`config.mk`:
```
export PLATFORM = sky130hd
export DESIGN_NAME = phase_ring_decoder
export DESIGN_NICKNAME = d
export VERILOG_FILES = /design/src/rtl/phase_ring_decoder.sv
export SDC_FILE = /design/constraint.sdc
export NUM_CORES = 1
export LEC_CHECK = 0
export CORE_ASPECT_RATIO = 0.8
export CORE_UTILIZATION = 40
export DETAILED_ROUTE_END_ITERATION = 10
export GPL_ROUTABILITY_DRIVEN = 0
export HOLD_SLACK_MARGIN = 0.06
export SLEW_MARGIN = 5
export SYNTH_ARGS = -nofsm -noshare
export SYNTH_HDL_FRONTEND = slang
export SYNTH_SLANG_ARGS = --single-unit
export TNS_END_PERCENT = 50
```
`constraint.sdc`:
```
create_clock -name Phase_Count -period 2.6 [get_ports Phase_Count]
set_input_delay 0.52 -clock Phase_Count [delete_from_list [all_inputs] [get_ports Phase_Count]]
set_output_delay 0.52 -clock Phase_Count [all_outputs]
set_load 0.1 [all_outputs]
```
`src/rtl/phase_ring_decoder.sv`:
```
// Receive-side 4-phase ring decoder: one-hot check, ring-order tracking, lock FSM, revolution count.
// Two edges from pin to output (input register + state register); free-running, no backpressure.
module phase_ring_decoder #(
  parameter int unsigned REV_W       = 8,
  parameter int unsigned LOCK_CNT    = 4,
  parameter int unsigned UNLOCK_ERRS = 2
) (
  input  logic             Phase_Count,
  input  logic             invClear,
  input  logic             Phase0,
  input  logic             Phase1,
  input  logic             Phase2,
  input  logic             Phase3,
  output logic [1:0]       PhaseIdx,
  output logic             Locked,
  output logic             SeqErr,
  output logic             Fault,
  output logic             RevTick,
  output logic [REV_W-1:0] RevCount
);

  localparam logic [3:0] LOCK_C   = 4'(LOCK_CNT);
  localparam logic [3:0] UNLOCK_C = 4'(UNLOCK_ERRS);

  typedef enum logic [1:0] {
    HUNT   = 2'd0,
    ACQ    = 2'd1,
    LOCKED = 2'd2
  } state_t;

  state_t           r_state;
  logic [3:0]       r_s;
  logic [1:0]       r_last_idx;
  logic [3:0]       r_good_cnt;
  logic [3:0]       r_bad_cnt;
  logic             r_locked;
  logic             r_seq_err;
  logic             r_fault;
  logic             r_rev_tick;
  logic [REV_W-1:0] r_rev_cnt;

  logic       w_valid;
  logic [1:0] w_idx;
  logic       w_in_order;
  logic       w_wrap;
  logic [3:0] w_good_nxt;
  logic [3:0] w_bad_nxt;

  always_comb begin
    w_valid = 1'b1;
    w_idx   = 2'd0;
    case (r_s)
      4'b0001: w_idx = 2'd0;
      4'b0010: w_idx = 2'd1;
      4'b0100: w_idx = 2'd2;
      4'b1000: w_idx = 2'd3;
      default: w_valid = 1'b0;
    endcase
  end

  assign w_in_order = w_valid && (w_idx == r_last_idx + 2'd1);
  assign w_wrap     = (r_last_idx == 2'd3) && (w_idx == 2'd0);
  assign w_good_nxt = r_good_cnt + 4'd1;
  assign w_bad_nxt  = r_bad_cnt + 4'd1;

  always_ff @(posedge Phase_Count or negedge invClear) begin
    if (!invClear) begin
      r_state    <= HUNT;
      r_s        <= 4'b0000;
      r_last_idx <= 2'd0;
      r_good_cnt <= 4'd0;
      r_bad_cnt  <= 4'd0;
      r_locked   <= 1'b0;
      r_seq_err  <= 1'b0;
      r_fault    <= 1'b0;
      r_rev_tick <= 1'b0;
      r_rev_cnt  <= '0;
    end else begin
      r_s        <= {Phase3, Phase2, Phase1, Phase0};
      r_seq_err  <= 1'b0;
      r_rev_tick <= 1'b0;
      case (r_state)
        HUNT: begin
          if (w_valid) begin
            r_last_idx <= w_idx;
            r_good_cnt <= 4'd1;
            r_state    <= ACQ;
          end
        end
        ACQ: begin
          if (w_in_order) begin
            r_last_idx <= w_idx;
            r_good_cnt <= w_good_nxt;
            if (w_good_nxt == LOCK_C) begin
              r_state   <= LOCKED;
              r_locked  <= 1'b1;
              r_bad_cnt <= 4'd0;
            end
          end else if (w_valid) begin
            r_last_idx <= w_idx;
            r_good_cnt <= 4'd1;
          end else begin
            r_good_cnt <= 4'd0;
            r_state    <= HUNT;
          end
        end
        LOCKED: begin
          if (w_in_order) begin
            r_last_idx <= w_idx;
            r_bad_cnt  <= 4'd0;
            if (w_wrap) begin
              r_rev_tick <= 1'b1;
              r_rev_cnt  <= r_rev_cnt + REV_W'(1);
            end
          end else begin
            r_seq_err <= 1'b1;
            r_fault   <= 1'b1;
            // Out-of-order but valid samples resync the tracked index.
            if (w_valid) r_last_idx <= w_idx;
            if (w_bad_nxt == UNLOCK_C) begin
              r_state    <= HUNT;
              r_locked   <= 1'b0;
              r_good_cnt <= 4'd0;
              r_bad_cnt  <= 4'd0;
            end else begin
              r_bad_cnt <= w_bad_nxt;
            end
          end
        end
        default: begin
          r_state  <= HUNT;
          r_locked <= 1'b0;
        end
      endcase
    end
  end

  assign PhaseIdx = r_last_idx;
  assign Locked   = r_locked;
  assign SeqErr   = r_seq_err;
  assign Fault    = r_fault;
  assign RevTick  = r_rev_tick;
  assign RevCount = r_rev_cnt;

endmodule

```
# Word level (Yosys, flattened, before mapping)
# Cells that the tools add are included.
[word_totals]
regBits = 28
wordCells = 81
[classes]
add_sub_neg = 4
n_eq_ne = 17
mux = 33
bitwise_logic = 2
n_reduce_logical = 15
[op_table]
columns = ["operator", "count"]
rows = [
  ["4-bit two-way mux", 8],
  ["2-bit two-way mux", 8],
  ["2-bit one-hot mux with 3 select lines", 2],
  ["4-bit one-hot mux with 3 select lines", 1],
  ["1-bit two-way mux", 11],
  ["2-bit != test, second input constant", 5],
  ["5-bit AND reduction", 2],
  ["4-bit by 1-bit adder with 4-bit output, second input constant", 2],
  ["8-bit by 1-bit adder with 8-bit output, second input constant", 1],
  ["4-bit by 2-bit == test with 1-bit output, second input constant", 2],
  ["4-bit by 3-bit == test with 1-bit output, second input constant", 2],
  ["4-bit one-hot mux with 2 select lines", 1],
  ["3-bit != test, second input constant", 2],
  ["3-bit AND reduction", 2],
  ["2-bit == test, second input constant", 2],
  ["4-bit by 1-bit == test with 1-bit output, second input constant", 1],
  ["4-bit == test, second input constant", 1],
  ["2-bit zero test", 2],
  ["2-bit one-hot mux with 2 select lines", 1],
  ["4-bit AND reduction", 1],
  ["2-bit nonzero test", 2],
  ["4-bit OR reduction", 1],
  ["1-bit one-hot mux with 3 select lines", 1],
  ["3-bit nonzero test", 1],
  ["7 further kinds", 9],
]

# Depth between registers and ports, before layout
[depth]
word_depth = 7
depth_mapped = 9
mapped_depth_nobuf = 9

# Least setup slack after synthesis
# Ideal clock, no wire load.
[synth_timing]
path_kind = "reg-to-reg"
from = "reg (tool-made name)"
to = "reg r_bad_cnt[3]"
t_arrival_ns = 2.708
required_ns = 2.520
setup_slack_ns = -0.188
path_stages_with_launch = 8
synth_period_minus_slack_ns = 2.788
path_cell_list = "dfrtp_1 -> ha_1 -> and3b_1 -> o21a_4 -> nor3_2 -> nand2_2 -> or4_4 -> o211ai_2"
[synth_rtl]
columns = ["item", "line_no", "source"]
rows = [
  ["end signal, assigned", "126", "r_bad_cnt <= w_bad_nxt;"],
  ["end, declared", "35", "logic [3:0] r_bad_cnt;"],
]

# Final worst setup path
[layout_timing]
from = "reg r_bad_cnt[0]"
to = "reg r_good_cnt[1]"
[layout_between]
elab_chain_cells = 4
[layout_rtl]
columns = ["item", "line_no", "source"]
rows = [
  ["4-bit by 1-bit adder with 4-bit output", "64", "assign w_bad_nxt = r_bad_cnt + 4'd1;"],
  ["4-bit by 2-bit == test with 1-bit output", "120", "if (w_bad_nxt == UNLOCK_C) begin"],
  ["2-bit != test (no line)", "--", ""],
  ["4-bit AND reduction (no line)", "--", ""],
  ["end signal, assigned", "93", "r_good_cnt <= w_good_nxt;"],
  ["end, declared", "34", "logic [3:0] r_good_cnt;"],
]
# No other way between the ends.
# A chain may end at the register's enable or synchronous reset.

==> results.toml <==
[critical_path]
cpPeakStageDelay_ns = 0.53
regToRegSetupSlack_ns = 0.29
path_class = "reg -> reg"
r2r_end = "r_good_cnt[1]"
cp_max_fo = 7
critPathLaunch = "r_bad_cnt[0]"
crit_path_cell_trace = "ha_1, or4b_1, o31ai_1, a41oi_4, nor2_4, nand2_4, mux2_4"
r2r-start = "r_bad_cnt[0]"
cpMaxStageDelayCell = "or4b_1"
cp-end-kind = "register"
required_ns = 2.78
r2r_cells = 7
critPathLaunchType = "register"
crit_buf_inv = 0
cp.arrival_ns = 2.49
crit_family = "simple AND/OR/NAND/NOR gates"

[floorplan]
die_area_sq_um = 4740
start_util = 0.422
die_h_microns = 61.8
die_w_microns = 76.7
rows = 21
core_sq_um = 4230
ios = 20

[sta]
setup_viol = 0
timing.final.crit_share = 0.888
skew_ns = 0.00306
min_period_ns = 2.31
slew-limit-headroom = 0.667
tightest_slew_ns = 0.496
rsz0062_at_grt = "false"
maxClockFrequency_ghz = 0.433
slew_violations = 0
fin_tns_setup_ns = 0
finalHoldViolCount = 0

[global_routing]
grt_pass1_vias = 1255
overflow = 0
grt_pass1_wl_microns = 6040
antenna_found_initial = 0
grt_max_degree = 29
grt_usage = 0.165

[routing]
drt_pre_antenna_iters = 4
wl_per_cell_microns = 14.6
vias = 1304
drtIter0Drc = 50
totalWireLength_microns = 3540
drt_drc_violations_left = 0
ant_nets = 0
routed_via_density = 5.39

[finish]
nNetsFinal = 203
final_util = 0.488
antenna_cells = 0
nFillCells = 382
final-seq-area_sq_um = 703
layout-drive-gt1-share = 0.254
area_growth_pct = 15.6
multi_input_area_sq_um = 1010

[cts]
clk-insertion-delay-late_ns = 0.28
numCtsBuffers = 3
clockRootBuffer = "clkbuf_8"
clk_pin_slew_worst_paths_ns = 0.10
cts_setup_buffers = 0
postCtsHoldBufs = 0
cts_sinks = 28
h-tree-depth = 1
cts_buffer_depth = 2
post_cts_resized = 0
cts_tree = "built"

[synth]
synth_edf_count = 0
synth_cell_type_count = 63
syn_area_per_cell_sq_um = 10.9
synth_seq_cells = 28
syn_inst = 164
synth_ff_type = "dfrtp_1"
synth_top_cell_area_share = 0.392
synth-async-reset-ratio = 1.00
yosys-top-cells-area = "dfrtp_1, ha_1, xnor2_1"
synth_nets = 181
synth_warnings = 0
yosysTopAreaCell = "dfrtp_1"
syn_area_sq_um = 1790
seq_area_frac_synth = 0.392

[pwr]
share_seq_of_total_power = 0.447
swShare = 0.322
p_comb_frac = 0.237
internal-power_uw = 765
peakVddDrop_uv = 302
power.leakage_uw = 0.000906
power_density_nw_per_um2 = 547
power.switching_uw = 364
clkPwrFrac = 0.315

[placed_design]
portBuffers = 19
hpwlAfterDp_microns = 2540

[status]
status = "finished, final reports clean"

[job]
cap_violations = 0

[worst_hold_path]
min_path_cells = 1
hold_path_end = "RevCount[7]"
hp-class = "reg -> reg"
hold_start = "RevCount[7]"
power groups by stage:
stage               registers, uW  clock network, uW  logic, uW
floorplan                     525                  0        184
global placement              512                  0        255
detailed placement            513                  0        262
CTS                           505                366        266
global route                  511                380        300
finish                        505                356        268
final cells by class:
cell class	count	area share
Sequential cell	28	0.341
Tap cell	57	0.0345
Clock inverter	1	0.0145
Timing Repair Buffer	21	0.0824
Clock buffer	3	0.0200
Multi-Input combinational cell	121	0.488
Inverter	11	0.0200
metal layers:
layer | GRT usage | up-vias | share of wire
li1 | - | 639 | -
met1 | 0.219 | 634 | 0.49
met2 | 0.265 | 24 | 0.46
met3 | 0.0350 | 7 | 0.031
met4 | 0.0742 | 0 | 0.018
met5 | 0 | - | 0
sequential cells by signal (all words and copies together) (netlist names), named ones only:
| register | count |
|---|---|
| r_s | 4 |
| r_bad_cnt | 4 |
| r_good_cnt | 4 |
| r_state | 2 |
| RevCount | 8 |
| RevTick | 1 |
| Locked | 1 |
| PhaseIdx | 1 |
| Fault | 1 |
| SeqErr | 1 |
through the flow:
step / power [uW] / cells / setup slack, ns / area, sq um / hold slack, ns
finish: 1130 / 242 / 0.291 / 2060 / 0.482
global route: 1190 / 242 / 0.158 / 2060 / 0.498
CTS: 1140 / 242 / 0.299 / 2060 / 0.486
detailed placement: 774 / 238 / 0.335 / 1990 / 0.466
global placement: 766 / 238 / 0.389 / 1990 / 0.455
floorplan: 709 / 164 / 0.141 / 1790 / 0.224
placed cells by master (no fill, tap or decap), types with 3 or more instances in the layout:
master | synthesis | final
inv_1 | 9 | 9
clkbuf_8 | 0 | 3
nor2_1 | 9 | 9
xnor2_1 | 6 | 6
a21oi_1 | 3 | 3
ha_1 | 11 | 11
nand3_1 | 5 | 5
dfrtp_1 | 28 | 26
mux2_4 | 3 | 3
nor3_1 | 4 | 4
clkdlybuf4s50_1 | 0 | 5
and3b_1 | 3 | 3
nand2_1 | 7 | 7
nand2b_1 | 6 | 6
buf_4 | 0 | 16
o21ai_0 | 4 | 4
nand4_1 | 5 | 5
how the worst max path moves through the flow:
stage / slack (ns) / end / cells after the start
2_1_floorplan: 0.14 / r_bad_cnt[3] / 7
3_3_place_gp: 0.39 / r_bad_cnt[3] / 7
3_5_place_dp: 0.34 / r_good_cnt[1] / 7
4_1_cts: 0.30 / Locked / 7
5_1_grt: 0.16 / r_good_cnt[2] / 7
6_report: 0.29 / r_good_cnt[1] / 7
synthesized netlist by cell type, types with 2 or more instances:
cell type / instances
nand2_1: 7
and3_1: 2
buf_2: 2
o21ai_0: 4
nand2b_1: 6
and3b_1: 3
a21boi_0: 2
or3_4: 2
nand4_1: 5
nor3_2: 2
a21oi_1: 3
dfrtp_1: 28
nor2_1: 9
o31ai_1: 2
xnor2_1: 6
nand3_1: 5
nor3_1: 4
ha_1: 11
o21ai_1: 2
inv_1: 9
mux2_4: 3
xor2_1: 2
nor4_1: 2
nor4b_1: 2
inv_2: 2
nor3b_1: 2
logic make-up after synthesis:
| group | count (synthesis) | synth area share |
|---|---|---|
| simple gates | 66 | 0.245 |
| fa+ha+maj | 11 | 0.0771 |
| compound gates | 32 | 0.171 |
| mux | 4 | 0.0315 |
| flops | 28 | 0.392 |
| buf+inv | 15 | 0.0434 |
| xor+xnor | 8 | 0.0392 |
(Power assumes the default switching activity.)
